### config.mk
export PLATFORM = sky130hd
export DESIGN_NAME = instr_reg_decode
export DESIGN_NICKNAME = d
export VERILOG_FILES = /design/src/rtl/instr_reg_decode.sv
export SDC_FILE = /design/constraint.sdc
export NUM_CORES = 1
export LEC_CHECK = 0
export BUFFER_PORTS_ARGS = -buffer_cell sky130_fd_sc_hd__buf_2
export CORE_AREA = 2 2 131 69
export DETAILED_ROUTE_END_ITERATION = 12
export DIE_AREA = 0 0 133 71
export PLACE_DENSITY = 0.75
export SLEW_MARGIN = 10
export SYNTH_ARGS = -nofsm -noshare
export SYNTH_HDL_FRONTEND = slang
export SYNTH_SLANG_ARGS = --single-unit
### constraint.sdc
create_clock -name CLK -period 7.5 [get_ports CLK]
set_input_delay 0.375 -clock CLK [delete_from_list [all_inputs] [get_ports CLK]]
set_output_delay 0.375 -clock CLK [all_outputs]
set_load 0.1 [all_outputs]
### src/rtl/instr_reg_decode.sv
// Instruction register with memory-latency wait, RISC-V field/immediate decode and fetch counter.
// Optional illegal-encoding flag enabled by defining INSTR_ILLEGAL_CHECK_EN.
module instr_reg_decode #(
    parameter int XLEN        = 64,
    parameter int MEM_LATENCY = 1
) (
    input  logic            CLK,
    input  logic            RST,
    input  logic            reset_wire,
    input  logic            LOAD_IR,
    input  logic [31:0]     mem_rdata,
    output logic [31:0]     instr,
    output logic            instr_valid,
    output logic            busy,
    output logic [6:0]      opcode,
    output logic [4:0]      rd,
    output logic [2:0]      funct3,
    output logic [4:0]      rs1,
    output logic [4:0]      rs2,
    output logic [6:0]      funct7,
    output logic [XLEN-1:0] imm,
    output logic            illegal,
    output logic [15:0]     fetch_count
);

    // state | meaning
    // IDLE  | no fetch since reset, instr holds NOP
    // WAIT  | counting out memory read latency
    // HOLD  | instr holds a completed capture
    typedef enum logic [1:0] {IDLE, WAIT, HOLD} state_t;

    localparam logic [31:0] NOP       = 32'h0000_0013;
    localparam logic [3:0]  WAIT_INIT = 4'(MEM_LATENCY - 1);

    state_t      state, state_nxt;
    logic [3:0]  wait_cnt, wait_cnt_nxt;
    logic [31:0] instr_q;
    logic        valid_q;
    logic [15:0] fetch_cnt_q;
    logic        start, capture;

    always_comb begin
        state_nxt    = state;
        wait_cnt_nxt = wait_cnt;
        start        = 1'b0;
        capture      = 1'b0;
        case (state)
            IDLE, HOLD: begin
                if (LOAD_IR) begin
                    state_nxt    = WAIT;
                    wait_cnt_nxt = WAIT_INIT;
                    start        = 1'b1;
                end
            end
            WAIT: begin
                // LOAD_IR is deliberately ignored here: no queuing, no restart
                if (wait_cnt != 4'd0) begin
                    wait_cnt_nxt = wait_cnt - 4'd1;
                end else begin
                    capture   = 1'b1;
                    state_nxt = HOLD;
                end
            end
            default: state_nxt = IDLE;
        endcase
    end

    always_ff @(posedge CLK or posedge RST) begin
        if (RST) begin
            state       <= IDLE;
            wait_cnt    <= 4'd0;
            instr_q     <= NOP;
            valid_q     <= 1'b0;
            fetch_cnt_q <= 16'd0;
        end else if (reset_wire) begin
            state       <= IDLE;
            wait_cnt    <= 4'd0;
            instr_q     <= NOP;
            valid_q     <= 1'b0;
            fetch_cnt_q <= 16'd0;
        end else begin
            state    <= state_nxt;
            wait_cnt <= wait_cnt_nxt;
            if (start) begin
                valid_q <= 1'b0;
            end
            if (capture) begin
                instr_q     <= mem_rdata;
                valid_q     <= 1'b1;
                fetch_cnt_q <= fetch_cnt_q + 16'd1;
            end
        end
    end

    assign instr       = instr_q;
    assign instr_valid = valid_q;
    assign busy        = (state == WAIT);
    assign fetch_count = fetch_cnt_q;

    assign opcode = instr_q[6:0];
    assign rd     = instr_q[11:7];
    assign funct3 = instr_q[14:12];
    assign rs1    = instr_q[19:15];
    assign rs2    = instr_q[24:20];
    assign funct7 = instr_q[31:25];

    logic signed [31:0] imm32;

    always_comb begin
        imm32 = 32'sd0;
        case (instr_q[6:0])
            7'b0000011, 7'b0010011, 7'b0011011, 7'b1100111, 7'b1110011:
                imm32 = {{20{instr_q[31]}}, instr_q[31:20]};
            7'b0100011:
                imm32 = {{20{instr_q[31]}}, instr_q[31:25], instr_q[11:7]};
            7'b1100011:
                imm32 = {{19{instr_q[31]}}, instr_q[31], instr_q[7], instr_q[30:25],
                         instr_q[11:8], 1'b0};
            7'b0110111, 7'b0010111:
                imm32 = {instr_q[31:12], 12'b0};
            7'b1101111:
                imm32 = {{11{instr_q[31]}}, instr_q[31], instr_q[19:12], instr_q[20],
                         instr_q[30:21], 1'b0};
            default: imm32 = 32'sd0;
        endcase
    end

    // signed source makes the width cast sign-extend for any XLEN >= 32
    assign imm = XLEN'(imm32);

`ifdef INSTR_ILLEGAL_CHECK_EN
    logic legal_op;

    always_comb begin
        legal_op = 1'b0;
        case (instr_q[6:0])
            7'b0110011, 7'b0111011, 7'b0010011, 7'b0011011, 7'b0000011, 7'b0100011,
            7'b1100011, 7'b0110111, 7'b0010111, 7'b1101111, 7'b1100111, 7'b1110011:
                legal_op = 1'b1;
            default: legal_op = 1'b0;
        endcase
    end

    assign illegal = valid_q && ((instr_q[1:0] != 2'b11) || !legal_op);
`else
    assign illegal = 1'b0;
`endif

endmodule

==> impl_metrics.yaml, run 1 <==
outcome:
  status: "finished, final reports clean"
pwr:
  sw_frac_of_total_pct: 45.53
  p_seq_share_pct: 34.4
  vdd_drop_max_uv: 103.7
  p_leak_nw: 2.366
  switchingPower_w: 0.0004284
  cellPowerDensity_mw_per_mm2: 230.2
  pwr-share-clk_pct: 27.5
  p_comb_share_pct: 38.1
  internal-power_w: 0.0005124
route:
  first_pass_iters: 5
  drt_iter0_markers: 188
  routed.top_layer: "met4"
  wl_per_cell_um: 15.13
  vias: 3178
  route.detailed.drc: 0
  met3WireLength_um: 660
  m1WireLength_mm: 4.386
  met2_length_mm: 4.453
  postRouteAntennaNets: 0
  routed_wirelength_mm: 9.550
  via_per_inst: 5.036
critical_path:
  crit_path_start: "instr[4]"
  cp-end-kind: "output pin"
  critPathMaxFanout: 12
  startpoint_type: "flop"
  arrival_ns: 2.76
  worstPathRequired_ns: 7.12
  r2r-start: "wait_cnt[0]"
  path_class: "reg2out"
sta:
  tns_ns: 0
  tightest_slew_ns: 1.209
  fmax_mhz: 319.0
  setup_viol: 0
  period_minus_slack_ns: 3.135
  timing_max_transition_violations_final: 0
  fin_worst_skew_ns: 0.004494
  rsz0062_at_grt: "false"
  hold_viol_final: 0
  slew-limit-headroom_pct: 19.23
  fin_crit_sh_pct: 41.80
synth:
  synth_seq_cells: 55
  netlist_area_mm2: 0.003423
  yosysWarnings: 0
  synthArstFlopShare_pct: 100.0
  syn_nets: 449
  syn_area_per_cell_um2: 8.349
  ys_seq_area_share_pct: 40.31
  synth_cells: 410
  ys_types: 47
  synth_edf_count: 0
  synth_flop_cell: "dfrtp_1"
placement:
  gp_congestion: 0.8491
  dp.final_hpwl_mm: 7.036
  dp_cells: 624
  port_buffers: 181
run:
  cap_violations: 0
floorplanning:
  fp.dieW_um: 133
  core-area_mm2: 0.008378
  io_pins: 183
  num_rows: 24
  initial_core_util_pct: 40.86
  die_area_mm2: 0.009443
  die_y_um: 71
layout:
  n_antenna_cell: 0
  most-common-layout-cells: "buf_2, nand2_1, dfrtp_1, a21oi_1, nor2_1"
  nNetsFinal: 553
  drive_gt1_share_pct: 38.91
  layout_commonest_cell: "buf_2"
  final_cells: 631
  fill_cells: 796
  utilization_pct: 48.78
  syn2layout_area_growth_pct: 19.37
cts:
  cts-htree-levels: 2
  holdBufCountCts: 0
  clkTransAtPathRegs_ns: 0.07
  post_cts_buffers: 0
  cts_root_buf: "clkbuf_16"
  tritoncts: "done"
  cts.sinks: 55
  numCtsBuffers: 5
  cts_buffer_depth: 2
  clock_latency_ns: 0.29
  cts_resized: 0
global_routing:
  grt_pass1_vias: 2851
  grt.overflow.total: 0
  grt_max_degree: 58
  grt_pass1_wl_mm: 14.86
  antenna_found_initial: 0
  grt_usage_pct: 19.94
min_path:
  min_path_type: "in2async"
area by class of cell:
class	instances	area (um^2)	area share [%]
inverters	5	18.77	0.4593
multi-input cells	263	1454	35.58
clock buffers	6	128.9	3.154
repair buffers	184	928.4	22.72
well taps	117	146.4	3.582
flip-flops and latches	55	1380	33.77
clock inverters	1	30.03	0.7348
synthesized netlist by cell type (4+ instances only):
master | number | area [um^2]
a21o_1 | 19 | 142.6
a21oi_1 | 45 | 225.2
a22o_1 | 4 | 35.03
and2_1 | 8 | 50.05
buf_4 | 65 | 488.0
clkbuf_1 | 19 | 71.32
dfrtp_1 | 52 | 1301
inv_1 | 4 | 15.01
mux2i_1 | 4 | 40.04
nand2_1 | 76 | 285.3
nand2b_1 | 5 | 31.28
nand3_1 | 7 | 35.03
nand4_1 | 6 | 37.54
nor2_1 | 23 | 86.33
nor3_1 | 9 | 45.04
o21ai_0 | 6 | 30.03
or3_1 | 6 | 37.54
xnor2_1 | 4 | 35.03
xor2_1 | 5 | 43.79
state kept, by name, summed over array words and instances (netlist names):
register     cells
wait_cnt         4
instr           32
state            2
fetch_count     16
instr_valid      1
final timing paths:
check | endpoint | slack, ns | depth (start not counted)
hold / removal | fetch_count[8] | 0.27 | 3
hold reg to reg | instr_valid | 0.52 | 2
min in group CLK | instr[1] | 0.30 | 3
setup / recovery | imm[29] | 4.37 | 5
setup reg to reg | instr[15] | 4.82 | 6
max in group asynchronous | instr[9] | 6.75 | 3
metal layers:
layer	GRT usage, %	up-vias
met2	31.26	132
met5	0	-
met4	4.062	0
li1	-	1523
met3	5.090	8
met1	28.20	1515
power by group through the flow:
stage          registers, W  logic [W]  clock network (W)
3_5_place_dp       0.000329   0.000360                  0
6_report           0.000324   0.000359           0.000259
5_1_grt            0.000326   0.000371           0.000275
2_1_floorplan      0.000392   0.000260                  0
3_3_place_gp       0.000328   0.000358                  0
4_1_cts            0.000323   0.000360           0.000265
critical path: stages (launching register included):
cell,delay (ns)
dfstp_2,0.64
inv_1,0.11
or3_1,0.38
nor2_1,0.69
a21o_1,0.22
buf_2,0.42
stage by stage:
stage	worst slack [ns]	power (W)	instance area (um^2)	hold slack [ns]
floorplan	2.520	0.0006515	3423	0.4924
CTS	4.349	0.0009478	4086	0.2907
global placement	4.736	0.0006858	3928	0.5101
global route	4.206	0.0009714	4086	0.3157
finish	4.365	0.0009408	4086	0.2679
detailed placement	4.669	0.0006885	3928	0.5147
cell families after synthesis:
logic type	share of synthesized area, %
XOR/XNOR	2.302
AND/OR/NAND/NOR	22.00
other	0.1095
flip-flops	40.31
adder cells (fa/ha/maj)	1.097
multiplexers	1.499
AO/OA/AOI/OAI	15.39
buffers and inverters	17.29
Power figures use the tool's default switching activity.
==> run 2: changes to the inputs <==
- CORE_AREA: 2 2 131 69 -> 2 2 133 70
- DIE_AREA: 0 0 133 71 -> 0 0 135 72
- PLACE_DENSITY: 0.75 -> 0.76
- clock period: 7.5 -> 2.52 ns (I/O delays scaled with it)
==> run 2 against run 1 <==
Combinational power rose to 3.2 times the previous value. Critical path depth unchanged. Hold slack got worse by 0.23 ns. Highest routed layer unchanged. Sequential share of layout area is 4.1 points lower. Sequential power rose to 3.0 times the previous value. Global-route usage shrank 1.5 points. Via count is 0.44% lower. First-iteration DRC count decreased by 7.4%. Count of clock-buffer cells in the layout shrank 1. Non-clock buffer count increased by 9. Cell area increased by 15%. Flip-flop and latch count stayed put.
==> impl_metrics.yaml, run 2 (synthesis results as in run 1) <==
outcome:
  status: "finished, final reports clean"
layout:
  nNetsFinal: 562
  final_cells: 641
  largest_reg_flops: 32
  most-common-layout-cells: "buf_2, nand2_1, dfrtp_1, a21oi_1, buf_12"
  drive_gt1_share_pct: 47.14
  layout_commonest_cell: "buf_2"
  syn2layout_area_growth_pct: 36.73
  seq_area_mm2: 0.001390
  fill_cells: 790
  multi_input_area_mm2: 0.001541
  n_antenna_cell: 0
critical_path:
  cp-end-kind: "output pin"
  startpoint_type: "flop"
  arrival_ns: 2.30
  r2r_setup_slack_ns: 0.09
  crit-reg2reg-capture: "fetch_count[15]"
  r2r-start: "wait_cnt[0]"
  crit_end: "imm[0]"
  path_class: "reg2out"
  crit_path_start: "instr[4]"
  worstPathRequired_ns: 2.39
  ff2ff_path_depth: 6
  critPathMaxFanout: 12
placement:
  dp_cells: 632
  port_buffers: 181
  gp_congestion: 0.7671
  dp.final_hpwl_mm: 6.778
pwr:
  sw_frac_of_total_pct: 45.08
  pwr-share-clk_pct: 28.1
  vdd_drop_max_uv: 314.2
  internal-power_w: 0.001620
  cellPowerDensity_mw_per_mm2: 630.1
  p_comb_share_pct: 39.3
  p_seq_share_pct: 32.6
  switchingPower_w: 0.001330
  p_leak_nw: 2.441
cts:
  clock_latency_ns: 0.30
  clkTransAtPathRegs_ns: 0.08
  numCtsBuffers: 5
  cts_root_buf: "clkbuf_16"
  cts_buffer_depth: 2
  cts-htree-levels: 2
  cts.sinks: 55
  tritoncts: "done"
sta:
  fin_crit_sh_pct: 96.43
  tightest_slew_ns: 0.7450
  rsz0062_at_grt: "true"
  whs_ns: 0.04260
  fmax_mhz: 411.5
  slew-limit-headroom_pct: 49.88
  timing_max_transition_violations_final: 0
  fin_worst_skew_ns: 0.007317
  hold_viol_final: 0
  period_minus_slack_ns: 2.430
  setup_viol: 0
route:
  drt_iter0_markers: 174
  vias: 3164
  postRouteAntennaNets: 0
  route.detailed.drc: 0
  wl_per_cell_um: 14.48
  via_per_inst: 4.936
  routed_wirelength_mm: 9.283
  first_pass_iters: 4
global_routing:
  antenna_found_initial: 0
  grt_pass1_wl_mm: 14.39
  grt_usage_pct: 18.40
  grt.overflow.total: 0
  grt_pass1_vias: 2901
  grt_max_degree: 36
min_path:
  min_path_type: "in2reg"
  min-delay-start: "mem_rdata[0]"
floorplanning:
  core-area_mm2: 0.008528
  die_y_um: 72
  fp.dieW_um: 135
  initial_core_util_pct: 40.14
  io_pins: 183
  num_rows: 24
  die_area_mm2: 0.009720
run:
  cap_violations: 0
run 2: cell count changes in the layout (fill, tap and decap cells not counted), sizes merged:
cell,delta
inv,+2
clkbuf,+8
buf,-1
dlygate4sd3,+1
run 2: area by class of cell:
type / count / area share, %
Multi-Input combinational cell: 263 / 32.93
Timing Repair Buffer: 193 / 30.10
Sequential cell: 55 / 29.70
Tap cell: 117 / 3.127
Clock buffer: 5 / 2.673
Clock inverter: 3 / 1.069
Inverter: 5 / 0.4010
run 2: critical path, cell delays in order, from the launching register on:
cell	delay [ns]
dfstp_4	0.68
inv_1	0.10
a2111oi_1	0.53
o21ai_0	0.27
a21oi_4	0.23
buf_12	0.19
run 2: worst min path at each step:
stage	to	slack (ns)	cells past startpoint
finish	instr[0]	0.04	3
global route	instr[2]	0.05	3
CTS	instr[2]	0.04	3
detailed placement	state[0]	0.10	2
global placement	state[0]	0.10	2
floorplan	instr[0]	0.24	2
run 2: stage by stage:
stage	setup WS (ns)	setup TNS, ns	util [%]	area [um^2]	total power (W)
floorplan	-0.3060	-9.688	-	3525	0.001955
global placement	0.1512	0	52.22	4453	0.002127
detailed placement	0.01791	0	52.22	4453	0.002135
CTS	0.0008793	0	54.39	4638	0.002971
global route	-0.05491	-1.513	54.89	4681	0.003059
finish	0.09004	0	54.89	4681	0.002949
run 2: power groups by stage:
stage	logic [W]	clock network, W	registers [W]
3_3_place_gp	0.00115	0	0.000977
2_1_floorplan	0.000787	0	0.00117
4_1_cts	0.00116	0.000851	0.000961
3_5_place_dp	0.00116	0	0.000978
5_1_grt	0.00120	0.000890	0.000970
6_report	0.00116	0.000829	0.000962
run 2: repair_timing:
item | 4_1_cts | 5_1_grt
buffers inserted | 0 | 0
endpoints found under the setup margin | 0 | 43
endpoints found under the hold margin | 9 | 0
gates resized for setup | 0 | 15
hold buffers | 1 | 0
run 2: layer usage:
metal | GRT usage [%] | wire (um) | vias up
met1 | 22.53 | 3942 | 1519
met4 | 5.903 | 117 | 0
li1 | - | - | 1544
met2 | 33.16 | 4804 | 88
met5 | 0 | 0 | -
met3 | 3.634 | 418 | 13
==> run 3: changes to the inputs <==
- CORE_AREA: 2 2 133 70 -> 2 2 131 69
- DIE_AREA: 0 0 135 72 -> 0 0 133 71
- PLACE_DENSITY: 0.76 -> 0.75
- SETUP_SLACK_MARGIN: unset -> 0.5
- clock period: 2.52 -> 2.98 ns (I/O delays scaled with it)
==> run 3 against run 2 <==
Largest power group unchanged. Sequential power down 15%. Clock power down 27%. Cell count down 0.16%. Critical endpoint is now imm[16]. Non-clock buffer count down 2. Largest cell class unchanged.
==> impl_metrics.yaml, run 3 (synthesis results as in run 1) <==
floorplanning:
  core-area_mm2: 0.008378
  die_area_mm2: 0.009443
  die_y_um: 71
  io_pins: 183
  initial_core_util_pct: 40.86
  num_rows: 24
  fp.dieW_um: 133
sta:
  tightest_slew_ns: 1.046
  fin_crit_sh_pct: 80.83
  period_minus_slack_ns: 2.409
  setup_viol: 0
  fin_worst_skew_ns: 0.009067
  rsz0062_at_grt: "true"
  fmax_mhz: 415.1
  tns_ns: 0
  hold_viol_final: 0
  timing_max_transition_violations_final: 0
  slew-limit-headroom_pct: 30.26
critical_path:
  crit-reg2reg-capture: "fetch_count[14]"
  worst_path_most_repeated_cell: "buf_4"
  path_class: "reg2out"
  path_depth: 6
  ff2ff_path_depth: 6
  cp_cell_sequence: "inv_1 -> or3_1 -> a21oi_2 -> buf_4 -> a21o_4 -> buf_4"
  arrival_ns: 2.26
  critPathTopFamily: "flip-flops"
  worstPathRequired_ns: 2.83
  cpPeakStageDelay_ns: 0.68
  critPathMaxFanout: 12
  cp_num_buf_inv: 3
  r2r-start: "wait_cnt[0]"
  crit_path_start: "instr[4]"
  crit_slowest_cell: "dfstp_4"
  crit_end: "imm[16]"
  startpoint_type: "flop"
  cp-end-kind: "output pin"
  r2r_setup_slack_ns: 0.59
route:
  drt_iter0_markers: 205
  postRouteAntennaNets: 0
  route.detailed.drc: 0
  routed_wirelength_mm: 10.24
  vias: 3330
  first_pass_iters: 5
  wl_per_cell_um: 15.99
  via_per_inst: 5.203
pwr:
  p_leak_nw: 2.352
  p_comb_share_pct: 40.9
  switchingPower_w: 0.001134
  cellPowerDensity_mw_per_mm2: 514.5
  internal-power_w: 0.001274
  p_seq_share_pct: 34.0
  vdd_drop_max_uv: 285.9
  power_w: 0.002408
  sw_frac_of_total_pct: 47.11
  pwr-share-clk_pct: 25.1
global_routing:
  grt_pass1_vias: 2986
  grt_pass1_wl_mm: 15.77
  antenna_found_initial: 0
  grt_usage_pct: 21.05
  grt_max_degree: 58
  grt.overflow.total: 0
layout:
  drive_gt1_share_pct: 47.99
  seq_area_mm2: 0.001391
  multi_input_area_mm2: 0.001677
  nNetsFinal: 561
  syn2layout_area_growth_pct: 36.73
  design_area_mm2: 0.004681
  layout_commonest_cell: "buf_2"
  n_antenna_cell: 0
  fill_cells: 747
  largest_reg_flops: 32
  most-common-layout-cells: "buf_2, nand2_1, dfrtp_1, a21oi_1, clkbuf_4"
cts:
  clock_latency_ns: 0.30
  cts.sinks: 55
  numCtsBuffers: 5
  cts_root_buf: "clkbuf_16"
  tritoncts: "done"
  clkTransAtPathRegs_ns: 0.08
  cts-htree-levels: 2
  holdBufCountCts: 0
  cts_buffer_depth: 2
placement:
  gp_congestion: 0.8840
  port_buffers: 181
  dp.final_hpwl_mm: 7.339
  place_area_mm2: 0.004345
run:
  cap_violations: 0
min_path:
  min_path_type: "in2reg"
outcome:
  status: "finished, final reports clean"
## run 3: changes by cell type in the layout (fill, tap and decap cells not counted), moves of 12 or more
cell      change
a21o_2       -18
buf_12       -14
buf_4        +12
a21o_4       +18
buf_2        -30
clkbuf_4     +29
## run 3: timing repair
item / CTS / global route
pin swaps: 0 / 2
cloned: 0 / 1
gates resized for setup: 18 / 46
setup endpoints to repair: 23 / 48
buffers inserted: 0 / 1
## run 3: cell type report
type	instances	share of cell area, %
clock buffer	5	2.673
clock inverter	3	0.5079
inverter	5	0.4010
multi-input combinational	264	35.82
sequential	55	29.72
tap	117	3.127
timing repair buffer	191	27.75
## run 3: routing by layer
| metal | GRT usage (%) | share of wire [%] | vias to the layer above |
|---|---|---|---|
| met4 | 4.301 | 0.62 | 0 |
| met1 | 30.22 | 45 | 1597 |
| li1 | - | - | 1552 |
| met5 | 0 | 0 | - |
| met3 | 5.161 | 8.7 | 8 |
| met2 | 32.58 | 46 | 173 |
## run 3: worst min path at each step
stage	start	endpoint	slack (ns)	cells past startpoint
6_report	mem_rdata[1]	instr[1]	0.07	3
5_1_grt	mem_rdata[1]	instr[1]	0.07	3
4_1_cts	mem_rdata[1]	instr[1]	0.06	3
3_5_place_dp	mem_rdata[1]	instr[1]	0.37	3
3_3_place_gp	mem_rdata[0]	instr[0]	0.37	3
2_1_floorplan	mem_rdata[0]	instr[0]	0.27	2
## run 3: worst register-to-register path, delay by kind of cell, from the launching register on
kind	cells	cell delay, ns
adders and majority gates	1	0.21
buffers and inverters	1	0.09
AOI/OAI and AO/OA	1	0.16
and+or+nand+nor	3	1.45
DFF	1	0.40
## run 3: power by group through the flow
| stage | combinational (W) | sequential [W] | clock [W] |
|---|---|---|---|
| 2_1_floorplan | 0.000679 | 0.000990 | 0 |
| 3_3_place_gp | 0.000959 | 0.000830 | 0 |
| 3_5_place_dp | 0.000964 | 0.000832 | 0 |
| 4_1_cts | 0.000972 | 0.000817 | 0.000612 |
| 5_1_grt | 0.00102 | 0.000824 | 0.000646 |
| 6_report | 0.000985 | 0.000819 | 0.000605 |
## run 3: stage by stage
step	cells	hold WS [ns]	utilization (%)	worst slack, ns
after CTS	638	0.06244	54.21	0.4605
final	640	0.06575	55.87	0.5712
after detailed placement	630	0.3732	51.87	0.4308
after global placement	630	0.3686	51.87	0.5884
after global routing	640	0.06635	55.87	0.4899
after floorplan	410	0.2664	-	0.1310
